===== src/rtl/demux_pkg.sv =====
// ----------------------------------------------------------------------------
// demux_pkg
// Shared constants for the two-way demultiplexing router and its per-port
// buffers.
//
// Contents:
//   DEFAULT_WIDTH  default data width of every router port (16)
//   DEFAULT_DEPTH  default entry count of each per-port buffer (2)
//   CNT_WIDTH      width of the optional accepted-word counters (16)
//   PORT0 / PORT1  values of in_sel that select output port 0 / port 1
//   cnt_t          counter word type
//   port_e         readable names for the two destination ports
// ----------------------------------------------------------------------------
package demux_pkg;

    localparam int DEFAULT_WIDTH = 16;
    localparam int DEFAULT_DEPTH = 2;
    localparam int CNT_WIDTH     = 16;

    localparam logic PORT0 = 1'b0;
    localparam logic PORT1 = 1'b1;

    typedef logic [CNT_WIDTH-1:0] cnt_t;

    typedef enum logic {
        SEL_PORT0 = 1'b0,
        SEL_PORT1 = 1'b1
    } port_e;

    // Number of bits needed to index DEPTH entries; never less than one so
    // that a pointer always has a legal width.
    function automatic int ptr_bits(input int depth);
        int bits;
        bits = $clog2(depth);
        if (bits < 1) begin
            bits = 1;
        end
        return bits;
    endfunction

endpackage : demux_pkg


===== src/rtl/demux_fifo.sv =====
// ----------------------------------------------------------------------------
// demux_fifo
// Small synchronous FIFO used as the buffer behind one router output port.
// The head word is read combinationally from the storage array, so a word
// written on an edge is visible on head_data right after that edge.
//
// Parameters:
//   WIDTH  data width
//   DEPTH  number of entries, power of two and at least 2
//
// Ports:
//   clk        rising-edge clock
//   rst_n      asynchronous active-low reset; clears pointers and occupancy
//   push       write push_data this cycle (ignored while full)
//   push_data  word to write
//   full       buffer holds DEPTH words
//   pop        remove the head word this cycle (ignored while empty)
//   empty      buffer holds no words
//   head_data  oldest word in the buffer
// ----------------------------------------------------------------------------
module demux_fifo
    import demux_pkg::*;
#(
    parameter int WIDTH = DEFAULT_WIDTH,
    parameter int DEPTH = DEFAULT_DEPTH
) (
    input  logic             clk,
    input  logic             rst_n,
    input  logic             push,
    input  logic [WIDTH-1:0] push_data,
    output logic             full,
    input  logic             pop,
    output logic             empty,
    output logic [WIDTH-1:0] head_data
);

    localparam int PTR_W = ptr_bits(DEPTH);
    localparam int OCC_W = PTR_W + 1;

    logic [WIDTH-1:0] mem [DEPTH];
    logic [PTR_W-1:0] wr_ptr;
    logic [PTR_W-1:0] rd_ptr;
    logic [OCC_W-1:0] occupancy;
    logic             push_ok;
    logic             pop_ok;

    // A push is taken only when there is room, even if the same cycle also
    // pops; this keeps the accept decision independent of downstream ready.
    assign full    = (occupancy == OCC_W'(DEPTH));
    assign empty   = (occupancy == '0);
    assign push_ok = push && !full;
    assign pop_ok  = pop && !empty;

    assign head_data = mem[rd_ptr];

    // Storage is deliberately not reset: stale contents are unreachable once
    // the pointers and occupancy are cleared.
    always_ff @(posedge clk) begin
        if (push_ok) begin
            mem[wr_ptr] <= push_data;
        end
    end

    // Pointers wrap naturally because DEPTH is a power of two.
    always_ff @(posedge clk or negedge rst_n) begin
        if (!rst_n) begin
            wr_ptr    <= '0;
            rd_ptr    <= '0;
            occupancy <= '0;
        end else begin
            if (push_ok) begin
                wr_ptr <= wr_ptr + PTR_W'(1);
            end
            if (pop_ok) begin
                rd_ptr <= rd_ptr + PTR_W'(1);
            end
            case ({push_ok, pop_ok})
                2'b10:   occupancy <= occupancy + OCC_W'(1);
                2'b01:   occupancy <= occupancy - OCC_W'(1);
                default: occupancy <= occupancy;
            endcase
        end
    end

endmodule : demux_fifo


===== src/rtl/demux_router.sv =====
// ----------------------------------------------------------------------------
// demux_router
// Routes a single valid/ready input stream to one of two buffered output
// ports chosen per word by in_sel. Each port has its own demux_fifo, so
// backpressure on one port never stalls words headed for the other.
//
// Optional feature (macro DEMUX_COUNT_EN):
//   When defined, adds cnt0/cnt1, free-running 16-bit counts of words
//   accepted for each port, wrapping from 16'hFFFF to 16'h0000.
//
// Ports:
//   clk                       rising-edge clock
//   rst_n                     asynchronous active-low reset
//   in_valid/in_ready         upstream handshake
//   in_sel                    destination port of the current word
//   in_data                   upstream word
//   out0_valid/out0_ready     port 0 handshake
//   out0_data                 port 0 head word
//   out1_valid/out1_ready     port 1 handshake
//   out1_data                 port 1 head word
//   cnt0/cnt1                 accepted-word counters (DEMUX_COUNT_EN only)
// ----------------------------------------------------------------------------
module demux_router
    import demux_pkg::*;
#(
    parameter int WIDTH = DEFAULT_WIDTH,
    parameter int DEPTH = DEFAULT_DEPTH
) (
    input  logic             clk,
    input  logic             rst_n,
    input  logic             in_valid,
    output logic             in_ready,
    input  logic             in_sel,
    input  logic [WIDTH-1:0] in_data,
    output logic             out0_valid,
    input  logic             out0_ready,
    output logic [WIDTH-1:0] out0_data,
    output logic             out1_valid,
    input  logic             out1_ready,
    output logic [WIDTH-1:0] out1_data
`ifdef DEMUX_COUNT_EN
    ,
    output logic [CNT_WIDTH-1:0] cnt0,
    output logic [CNT_WIDTH-1:0] cnt1
`endif
);

    logic full0;
    logic full1;
    logic empty0;
    logic empty1;
    logic push0;
    logic push1;

    // Ready looks only at the selected buffer's fullness, never at the
    // downstream ready inputs, so there is no combinational ready path.
    assign in_ready = (in_sel == PORT1) ? !full1 : !full0;

    assign push0 = in_valid && in_ready && (in_sel == PORT0);
    assign push1 = in_valid && in_ready && (in_sel == PORT1);

    assign out0_valid = !empty0;
    assign out1_valid = !empty1;

    demux_fifo #(
        .WIDTH (WIDTH),
        .DEPTH (DEPTH)
    ) u_fifo0 (
        .clk       (clk),
        .rst_n     (rst_n),
        .push      (push0),
        .push_data (in_data),
        .full      (full0),
        .pop       (out0_ready),
        .empty     (empty0),
        .head_data (out0_data)
    );

    demux_fifo #(
        .WIDTH (WIDTH),
        .DEPTH (DEPTH)
    ) u_fifo1 (
        .clk       (clk),
        .rst_n     (rst_n),
        .push      (push1),
        .push_data (in_data),
        .full      (full1),
        .pop       (out1_ready),
        .empty     (empty1),
        .head_data (out1_data)
    );

`ifdef DEMUX_COUNT_EN
    // Counters track accepted words only; a refused word is not counted.
    always_ff @(posedge clk or negedge rst_n) begin
        if (!rst_n) begin
            cnt0 <= '0;
            cnt1 <= '0;
        end else begin
            if (push0) begin
                cnt0 <= cnt0 + cnt_t'(1);
            end
            if (push1) begin
                cnt1 <= cnt1 + cnt_t'(1);
            end
        end
    end
`endif

endmodule : demux_router


===== config.mk =====
export PLATFORM = sky130hd
export DESIGN_NAME = demux_router
export DESIGN_NICKNAME = d
export VERILOG_FILES = /design/src/rtl/demux_pkg.sv /design/src/rtl/demux_fifo.sv /design/src/rtl/demux_router.sv
export SDC_FILE = /design/constraint.sdc
export NUM_CORES = 1
export LEC_CHECK = 0
export CAP_MARGIN = 20
export CORE_ASPECT_RATIO = 2
export CORE_MARGIN = 4
export CORE_UTILIZATION = 50
export CTS_CLUSTER_SIZE = 10
export DETAILED_ROUTE_END_ITERATION = 6
export GPL_ROUTABILITY_DRIVEN = 0
export PLACE_DENSITY = 0.82
export SKIP_CTS_REPAIR_TIMING = 1
export SLEW_MARGIN = 20
export SYNTH_ARGS = -nofsm -noshare
export SYNTH_HDL_FRONTEND = slang
export SYNTH_SLANG_ARGS = --single-unit

===== constraint.sdc =====
create_clock -name clk -period 2.15 [get_ports clk]
set_input_delay 0.43 -clock clk [delete_from_list [all_inputs] [get_ports clk]]
set_output_delay 0.43 -clock clk [all_outputs]
set_load 0.02 [all_outputs]

==> results.sh, run 1 <==
export IMPL_reg2reg_from="u_fifo1.occupancy[1]"
export IMPL_grt_first_pass_wirelength_microns=8150
export IMPL_routedWlPerCell_microns=18.9
export IMPL_p_per_area_nw_per_um2=1270
export IMPL_clkSinkCount=72
export IMPL_drtPass1Iterations=5
export IMPL_rsz0062_at_grt="no"
export IMPL_synth_top_area_cell="edfxtp_1"
export IMPL_coreArea_sq_um=5470
export IMPL_syn_area_sq_um=2820
export IMPL_utilization=0.697
export IMPL_layout_nets=237
export IMPL_synth_top_area_frac=0.682
export IMPL_drive_gt1_frac=0.326
export IMPL_cts_max_level=3
export IMPL_cts_root_buf="clkbuf_8"
export IMPL_overflow=0
export IMPL_yosys_warnings=0
export IMPL_synth_common_cells="edfxtp_1 (64), mux2_4 (18), mux2_2 (15)"
export IMPL_ff2ff_path_depth=6
export IMPL_wl_microns=5260
export IMPL_hold_class="in -> async"
export IMPL_grt_max_degree=13
export IMPL_synth_edf_count=64
export IMPL_numCtsBuffers=9
export IMPL_path_clk_slew_ns=0.08
export IMPL_grt_busiest_layer="met2"
export IMPL_postSynthCellCount=137
export IMPL_slew_headroom=0.735
export IMPL_finalSetupViolCount=0
export IMPL_die_area_sq_um=6970
export IMPL_grt_pass1_vias=1578
export IMPL_syn2layout_area_growth_pct=35.3
export IMPL_nFillCells=352
export IMPL_dp_final_hpwl_microns=3790
export IMPL_ant_nets=0
export IMPL_drc=0
export IMPL_dr_total_vias=1413
export IMPL_crit_required_ns=1.72
export IMPL_slew_viol_final=0
export IMPL_cts_tree="yes"
export IMPL_grt_use_met1=0.179
export IMPL_synth_seq_area_share=0.753
export IMPL_min_period_over_period=0.926
export IMPL_synth_seq_cells=72
export IMPL_rr_endpoint="u_fifo1.occupancy[1]"
export IMPL_peakVddDrop_mv=1.15
export IMPL_status="completed"
export IMPL_arrival_ns=1.56
export IMPL_p_leak_nw=1.68
export IMPL_post_place_ws_ns=-0.0571
export IMPL_die_width_microns=61.1
export IMPL_synth_cell_type_count=15
export IMPL_worst_slack_ns=0.158
export IMPL_dr_first_iter_drc_count=44
export IMPL_die_h_microns=114
export IMPL_yosys_top_cells_area="edfxtp_1 (68%), mux2_4 (9.6%), dfrtp_1 (7.1%)"
export IMPL_clk_latency_ns=0.34
export IMPL_async_flop_share=0.111
export IMPL_io_buffer_count=56
export IMPL_period_needed_ns=1.99
export IMPL_cts_buffer_depth=2
export IMPL_antenna_found_initial=0
export IMPL_start_util=0.515
export IMPL_vias_per_cell=5.08
export IMPL_use_met3=0.0418
export IMPL_rows=38
export IMPL_syn_avg_cell_area_sq_um=20.6
export IMPL_tightestPinTransition_ns=0.396
export IMPL_grtUsageMet2=0.293
export IMPL_critPathCaptureType="primary output"
export IMPL_path_class="reg -> out"
export IMPL_grt_util_all_layers=0.168
export IMPL_ios=57
export IMPL_cap_violations=0
export IMPL_fin_skew_ns=0.0130
export IMPL_syn_nets=161
export IMPL_hold_viol=0
export IMPL_synth_ff_type="edfxtp_1"
export IMPL_yosysMostFrequentCell="edfxtp_1"
export IMPL_antenna_cells=0
export IMPL_post_dp_cell_area_sq_um=3520
export IMPL_ff2ff_setup_slack_ns=0.60
export IMPL_start_kind="flip-flop"
export IMPL_finalInstanceArea_sq_um=3810
export IMPL_setup_tns_ns=0
export IMPL_critPathMaxFanout=3
export IMPL_max_clock_freq_mhz=502
-- power breakdown --
part	switching [W]	leakage (nW)	internal [W]	total (W)
Clock	0.000473	0.107	0.000602	0.00107
Combinational	0.000892	0.890	0.000970	0.00186
Sequential	0.000118	0.678	0.00178	0.00190
-- layer usage --
metal / vias up / share of wire
met2: 44 / 0.58
met3: 9 / 0.045
met1: 696 / 0.35
met5: - / 0
li1: 664 / -
met4: 0 / 0.022
-- layout by cell type (no fill, tap or decap), types with 4 or more instances in the layout --
| master | netlist | layout |
|---|---|---|
| edfxtp_1 | 64 | 64 |
| dlymetal6s2s_1 | 0 | 33 |
| clkdlybuf4s50_1 | 0 | 23 |
| mux2_4 | 18 | 18 |
| mux2_2 | 15 | 15 |
| clkbuf_8 | 0 | 11 |
| buf_4 | 0 | 11 |
| dfrtp_1 | 8 | 8 |
| xnor2_1 | 6 | 6 |
| nor2_2 | 0 | 4 |
| xor2_1 | 4 | 4 |
-- metrics by stage --
step	instances	hold slack [ns]	power, W
finish	278	0.372	0.00483
global route	278	0.388	0.00504
CTS	278	0.373	0.00492
detailed placement	262	0.492	0.00384
global placement	262	0.481	0.00376
floorplan	137	0.134	0.00310
-- kinds of logic after synthesis --
kind of cell / count (synthesis) / share of synthesized area
mux: 33 / 0.156
xor+xnor: 10 / 0.0311
buf+inv: 6 / 0.0186
flops: 72 / 0.753
simple gates: 14 / 0.0324
fa+ha+maj: 2 / 0.00888
-- worst max-delay path by stage --
stage                                     from                 to  slack (ns)  depth (start not counted)
after floorplan                         in_sel  u_fifo0.mem[1][0]        0.38                          2
after global placement                  in_sel           in_ready       -0.05                          3
after detailed placement                in_sel           in_ready       -0.06                          3
after CTS                       u_fifo0.rd_ptr      out0_data[11]       -0.15                          3
after global routing      u_fifo1.occupancy[1]         out1_valid        0.11                          2
final                     u_fifo1.occupancy[1]         out1_valid        0.16                          2
-- worst max-delay path, stage by stage, from the launching register on --
cell	delay, ns
dfrtp_1	0.41
or2_4	0.27
clkdlybuf4s50_1	0.55
-- registers in the layout, summed over array words and instances (netlist names) --
name / cells
u_fifo1.rd_ptr: 1
u_fifo0.wr_ptr: 1
u_fifo0.rd_ptr: 1
u_fifo0.mem: 32
u_fifo1.wr_ptr: 1
u_fifo1.mem: 32
u_fifo1.occupancy: 2
u_fifo0.occupancy: 2
-- final cells by class --
cell class	count	area (sq um)	area share
repair buffers	69	748	0.196
well taps	60	75.1	0.0197
multi-input cells	59	653	0.171
clock inverters	4	52.6	0.0138
clock buffers	12	155	0.0407
inverters	2	7.51	0.00197
flip-flops and latches	72	2120	0.556
Note: power is estimated with default switching activity, not from simulation.
==> run 2: changes to the inputs <==
GPL_ROUTABILITY_DRIVEN = default   (was 0)
MAX_ROUTING_LAYER = met4   (was default)
SKIP_LAST_GASP = 1   (was default)
==> results.sh, run 2 (synthesis gave the netlist of run 1 again) <==
export IMPL_drive_gt1_frac=0.326
export IMPL_p_per_area_nw_per_um2=1270
export IMPL_dr_first_iter_drc_count=51
export IMPL_rsz0062_at_grt="yes"
export IMPL_post_place_ws_ns=-0.0571
export IMPL_clk_latency_ns=0.33
export IMPL_cpPeakStageDelay_ns=0.54
export IMPL_vias_per_cell=5.08
export IMPL_coreArea_sq_um=5470
export IMPL_crit_buf_inv=2
export IMPL_tightestPinTransition_ns=0.401
export IMPL_peakVddDrop_mv=1.15
export IMPL_p_leak_nw=1.67
export IMPL_wl_microns=5250
export IMPL_finalSetupViolCount=1
export IMPL_min_period_over_period=1.04
export IMPL_grt_first_pass_wirelength_microns=8090
export IMPL_slew_headroom=0.732
export IMPL_drc=0
export IMPL_cts_max_level=3
export IMPL_antenna_cells=0
export IMPL_hold_viol=0
export IMPL_cpLargestDelayFamily="buffers and inverters"
export IMPL_ant_nets=0
export IMPL_ios=57
export IMPL_place_congestion=0.648
export IMPL_status="finished, violations left"
export IMPL_cts_root_buf="clkbuf_8"
export IMPL_layout_nets=237
export IMPL_io_buffer_count=56
export IMPL_period_needed_ns=2.23
export IMPL_most_common_layout_cells="edfxtp_1 (64), dlymetal6s2s_1 (32), clkdlybuf4s50_1 (24)"
export IMPL_cts_buffer_depth=2
export IMPL_start_util=0.515
export IMPL_crit_required_ns=1.72
export IMPL_antenna_found_initial=0
export IMPL_grt_util_all_layers=0.173
export IMPL_violations="setup timing"
export IMPL_die_h_microns=114
export IMPL_slew_viol_final=0
export IMPL_die_area_sq_um=6970
export IMPL_dp_final_hpwl_microns=3790
export IMPL_power_total_w=0.00482
export IMPL_drtPass1Iterations=4
export IMPL_cp_slowest_cell="clkdlybuf4s50_1"
export IMPL_crit_chain="buf_6 > mux2_2 > clkdlybuf4s50_1"
export IMPL_cap_violations=0
export IMPL_top_regs="u_fifo0.mem: 32 flops, u_fifo1.mem: 32 flops"
export IMPL_dr_total_vias=1411
export IMPL_utilization=0.697
export IMPL_critPathMaxFanout=10
export IMPL_start_kind="flip-flop"
export IMPL_max_clock_freq_mhz=448
export IMPL_worst_slack_ns=-0.0844
export IMPL_routedWlPerCell_microns=18.9
export IMPL_grt_max_degree=13
export IMPL_rows=38
export IMPL_path_class="reg -> out"
export IMPL_critPathCaptureType="primary output"
export IMPL_grt_pass1_vias=1586
export IMPL_fin_skew_ns=0.0114
export IMPL_arrival_ns=1.80
export IMPL_clkSinkCount=72
export IMPL_syn2layout_area_growth_pct=35.3
export IMPL_final_common_cell="edfxtp_1"
export IMPL_overflow=0
export IMPL_whs_ns=0.382
export IMPL_numCtsBuffers=9
export IMPL_die_width_microns=61.1
export IMPL_hold_class="in -> async"
export IMPL_setup_tns_ns=-0.0844
export IMPL_path_clk_slew_ns=0.08
export IMPL_cts_tree="yes"
==> run 2: changes by cell type in the layout (fill, tap and decap cells not counted) <==
cell             delta
clkdlybuf4s50_1     +1
dlymetal6s2s_1      -1
==> run 2: layout make-up <==
class / instances / area [sq um]
well taps: 60 / 75.1
repair buffers: 69 / 746
clock inverters: 4 / 52.6
fillers: 353 / 1660
inverters: 2 / 7.51
flip-flops and latches: 72 / 2120
clock buffers: 12 / 155
multi-input cells: 59 / 653
==> run 2: path summary, 6_finish.rpt <==
check,startpoint,to,slack [ns],cells past startpoint
worst max-delay path,u_fifo0.rd_ptr,out0_data[1],-0.08,3
max in group asynchronous,rst_n,u_fifo0.rd_ptr,1.47,1
worst min register to register,u_fifo0.occupancy[1],u_fifo0.occupancy[1],0.51,1
min in group clk,u_fifo0.occupancy[1],u_fifo0.occupancy[1],0.51,1
worst max register to register,u_fifo1.occupancy[1],u_fifo1.occupancy[1],0.60,6
worst min-delay path,rst_n,u_fifo1.wr_ptr,0.38,1
==> run 2: worst register-to-register path: stages (launching register included) <==
cell and delay, ns:
dfrtp_1 0.41, or2_4 0.27, and2_4 0.16, ha_1 0.20, xnor2_1 0.18, nor2_1 0.07
xor2_1 0.14
==> run 2: power breakdown <==
part / switching [W] / leakage [nW] / internal [W]
registers: 0.000120 / 0.678 / 0.00178
logic: 0.000891 / 0.881 / 0.000971
clock network: 0.000463 / 0.107 / 0.000602
==> run 2: metal layers <==
layer,global-route usage,vias to the layer above,part of all wire
met5,-,-,0
met4,0.0839,0,0.022
met3,0.0395,10,0.041
met2,0.295,42,0.58
met1,0.177,694,0.35
li1,-,665,-
==> run 2: per-stage QoR <==
step / std cells / cell area, sq um
final: 278 / 3810
after global routing: 278 / 3810
after CTS: 278 / 3720
after detailed placement: 262 / 3520
after global placement: 262 / 3520
after floorplan: 137 / 2820
==> run 3: changes to the inputs <==
GPL_TIMING_DRIVEN = 0   (was default)
==> results.sh, run 3 (synthesis gave the netlist of run 1 again) <==
export IMPL_status="completed"
export IMPL_most_common_layout_cells="edfxtp_1 (64), dlymetal6s2s_1 (33), clkdlybuf4s50_1 (23)"
export IMPL_syn2layout_area_growth_pct=32.9
export IMPL_rows=38
export IMPL_dr_first_iter_drc_count=67
export IMPL_overflow=0
export IMPL_tightestPinTransition_ns=0.913
export IMPL_cts_root_buf="clkbuf_8"
export IMPL_dp_final_hpwl_microns=3580
export IMPL_fin_skew_ns=0.00759
export IMPL_wl_microns=4970
export IMPL_p_sw_w=0.00142
export IMPL_critPathMaxFanout=4
export IMPL_path_clk_slew_ns=0.07
export IMPL_clk_latency_ns=0.34
export IMPL_crit_required_ns=1.72
export IMPL_drc=0
export IMPL_min_period_over_period=0.923
export IMPL_routedWlPerCell_microns=18.4
export IMPL_vias_per_cell=5.16
export IMPL_grt_pass1_vias=1604
export IMPL_antenna_found_initial=0
export IMPL_combPwrFrac=0.398
export IMPL_place_congestion=0.720
export IMPL_regArea_sq_um=2120
export IMPL_utilization=0.685
export IMPL_io_buffer_count=56
export IMPL_final_common_cell="edfxtp_1"
export IMPL_start_kind="flip-flop"
export IMPL_p_int_w=0.00323
export IMPL_die_width_microns=61.1
export IMPL_worst_slack_ns=0.165
export IMPL_rsz0062_at_grt="no"
export IMPL_cap_violations=0
export IMPL_drtPass1Iterations=4
export IMPL_cts_max_level=3
export IMPL_setup_tns_ns=0
export IMPL_die_h_microns=114
export IMPL_grt_max_degree=17
export IMPL_ios=57
export IMPL_p_sw_frac=0.305
export IMPL_coreArea_sq_um=5470
export IMPL_path_class="reg -> out"
export IMPL_nFillCells=364
export IMPL_hold_class="in -> async"
export IMPL_p_per_area_nw_per_um2=1240
export IMPL_period_needed_ns=1.99
export IMPL_critPathCaptureType="primary output"
export IMPL_clkPwrFrac=0.196
export IMPL_multi_input_area_sq_um=653
export IMPL_arrival_ns=1.56
export IMPL_pwr_share_seq=0.406
export IMPL_cts_buffer_depth=2
export IMPL_cts_tree="yes"
export IMPL_start_util=0.515
export IMPL_grt_first_pass_wirelength_microns=7970
export IMPL_finalSetupViolCount=0
export IMPL_finalInstanceArea_sq_um=3750
export IMPL_slew_headroom=0.391
export IMPL_post_place_ws_ns=-0.100
export IMPL_antenna_cells=0
export IMPL_hold_viol=0
export IMPL_ant_nets=0
export IMPL_clkSinkCount=72
export IMPL_top_regs="u_fifo0.mem: 32 flops, u_fifo1.mem: 32 flops"
export IMPL_peakVddDrop_mv=0.859
export IMPL_layout_nets=230
export IMPL_dr_total_vias=1399
export IMPL_slew_viol_final=0
export IMPL_post_dp_cell_area_sq_um=3490
export IMPL_drive_gt1_frac=0.284
export IMPL_p_leak_nw=1.62
export IMPL_grt_util_all_layers=0.171
export IMPL_whs_ns=0.377
export IMPL_max_clock_freq_mhz=504
export IMPL_numCtsBuffers=9
export IMPL_die_area_sq_um=6970
==> run 3: cell types whose count changed in the layout (fill, tap and decap cells not counted) <==
| cell | before | now |
|---|---|---|
| buf_4 | 11 | 0 |
| buf_6 | 2 | 4 |
| buf_8 | 0 | 2 |
| bufinv_16 | 1 | 0 |
| clkbuf_1 | 1 | 5 |
| clkdlybuf4s50_1 | 24 | 23 |
| clkinv_2 | 1 | 0 |
| clkinv_4 | 2 | 0 |
| dlymetal6s2s_1 | 32 | 33 |
==> run 3: metal layers <==
metal	GRT usage	share of wire	up-vias
li1	-	-	652
met1	0.173	0.35	695
met2	0.289	0.58	42
met3	0.0440	0.049	10
met4	0.0868	0.022	0
met5	-	0	-
==> run 3: worst paths after layout <==
| kind | from | cells after the start | endpoint | slack, ns |
|---|---|---|---|---|
| worst min register to register | u_fifo0.occupancy[1] | 1 | u_fifo0.occupancy[1] | 0.51 |
| worst max register to register | u_fifo1.occupancy[0] | 3 | u_fifo1.mem[1][6] | 0.33 |
| max in group asynchronous | rst_n | 1 | u_fifo0.occupancy[1] | 1.50 |
| worst min-delay path | rst_n | 1 | u_fifo1.occupancy[0] | 0.38 |
| worst max-delay path | u_fifo0.occupancy[0] | 2 | out0_valid | 0.16 |
| min in group clk | u_fifo0.occupancy[1] | 1 | u_fifo0.occupancy[1] | 0.51 |
==> run 3: power by group through the flow <==
stage / combinational [W] / sequential, W / clock, W
after floorplan: 0.00121 / 0.00189 / 0
after global placement: 0.00185 / 0.00190 / 0
after detailed placement: 0.00193 / 0.00192 / 0
after CTS: 0.00194 / 0.00189 / 0.000938
after global routing: 0.00196 / 0.00191 / 0.00102
final: 0.00185 / 0.00189 / 0.000912
==> run 3: cell type report <==
type,count,share of cell area
Sequential cell,72,0.566
Tap cell,60,0.0200
Multi-Input combinational cell,59,0.174
Timing Repair Buffer,58,0.180
Buffer,4,0.0120
Inverter,2,0.00200
Clock buffer,16,0.0454
==> run 3: through the flow <==
stage | power, W | std cells
2_1_floorplan | 0.00310 | 137
3_3_place_gp | 0.00375 | 253
3_5_place_dp | 0.00385 | 255
4_1_cts | 0.00477 | 271
5_1_grt | 0.00489 | 271
6_report | 0.00465 | 271
==> run 3: worst max-delay path, stage by stage, from the launching register on <==
cell             delay [ns]
dfrtp_1                0.43
or2_4                  0.25
clkdlybuf4s50_1        0.55
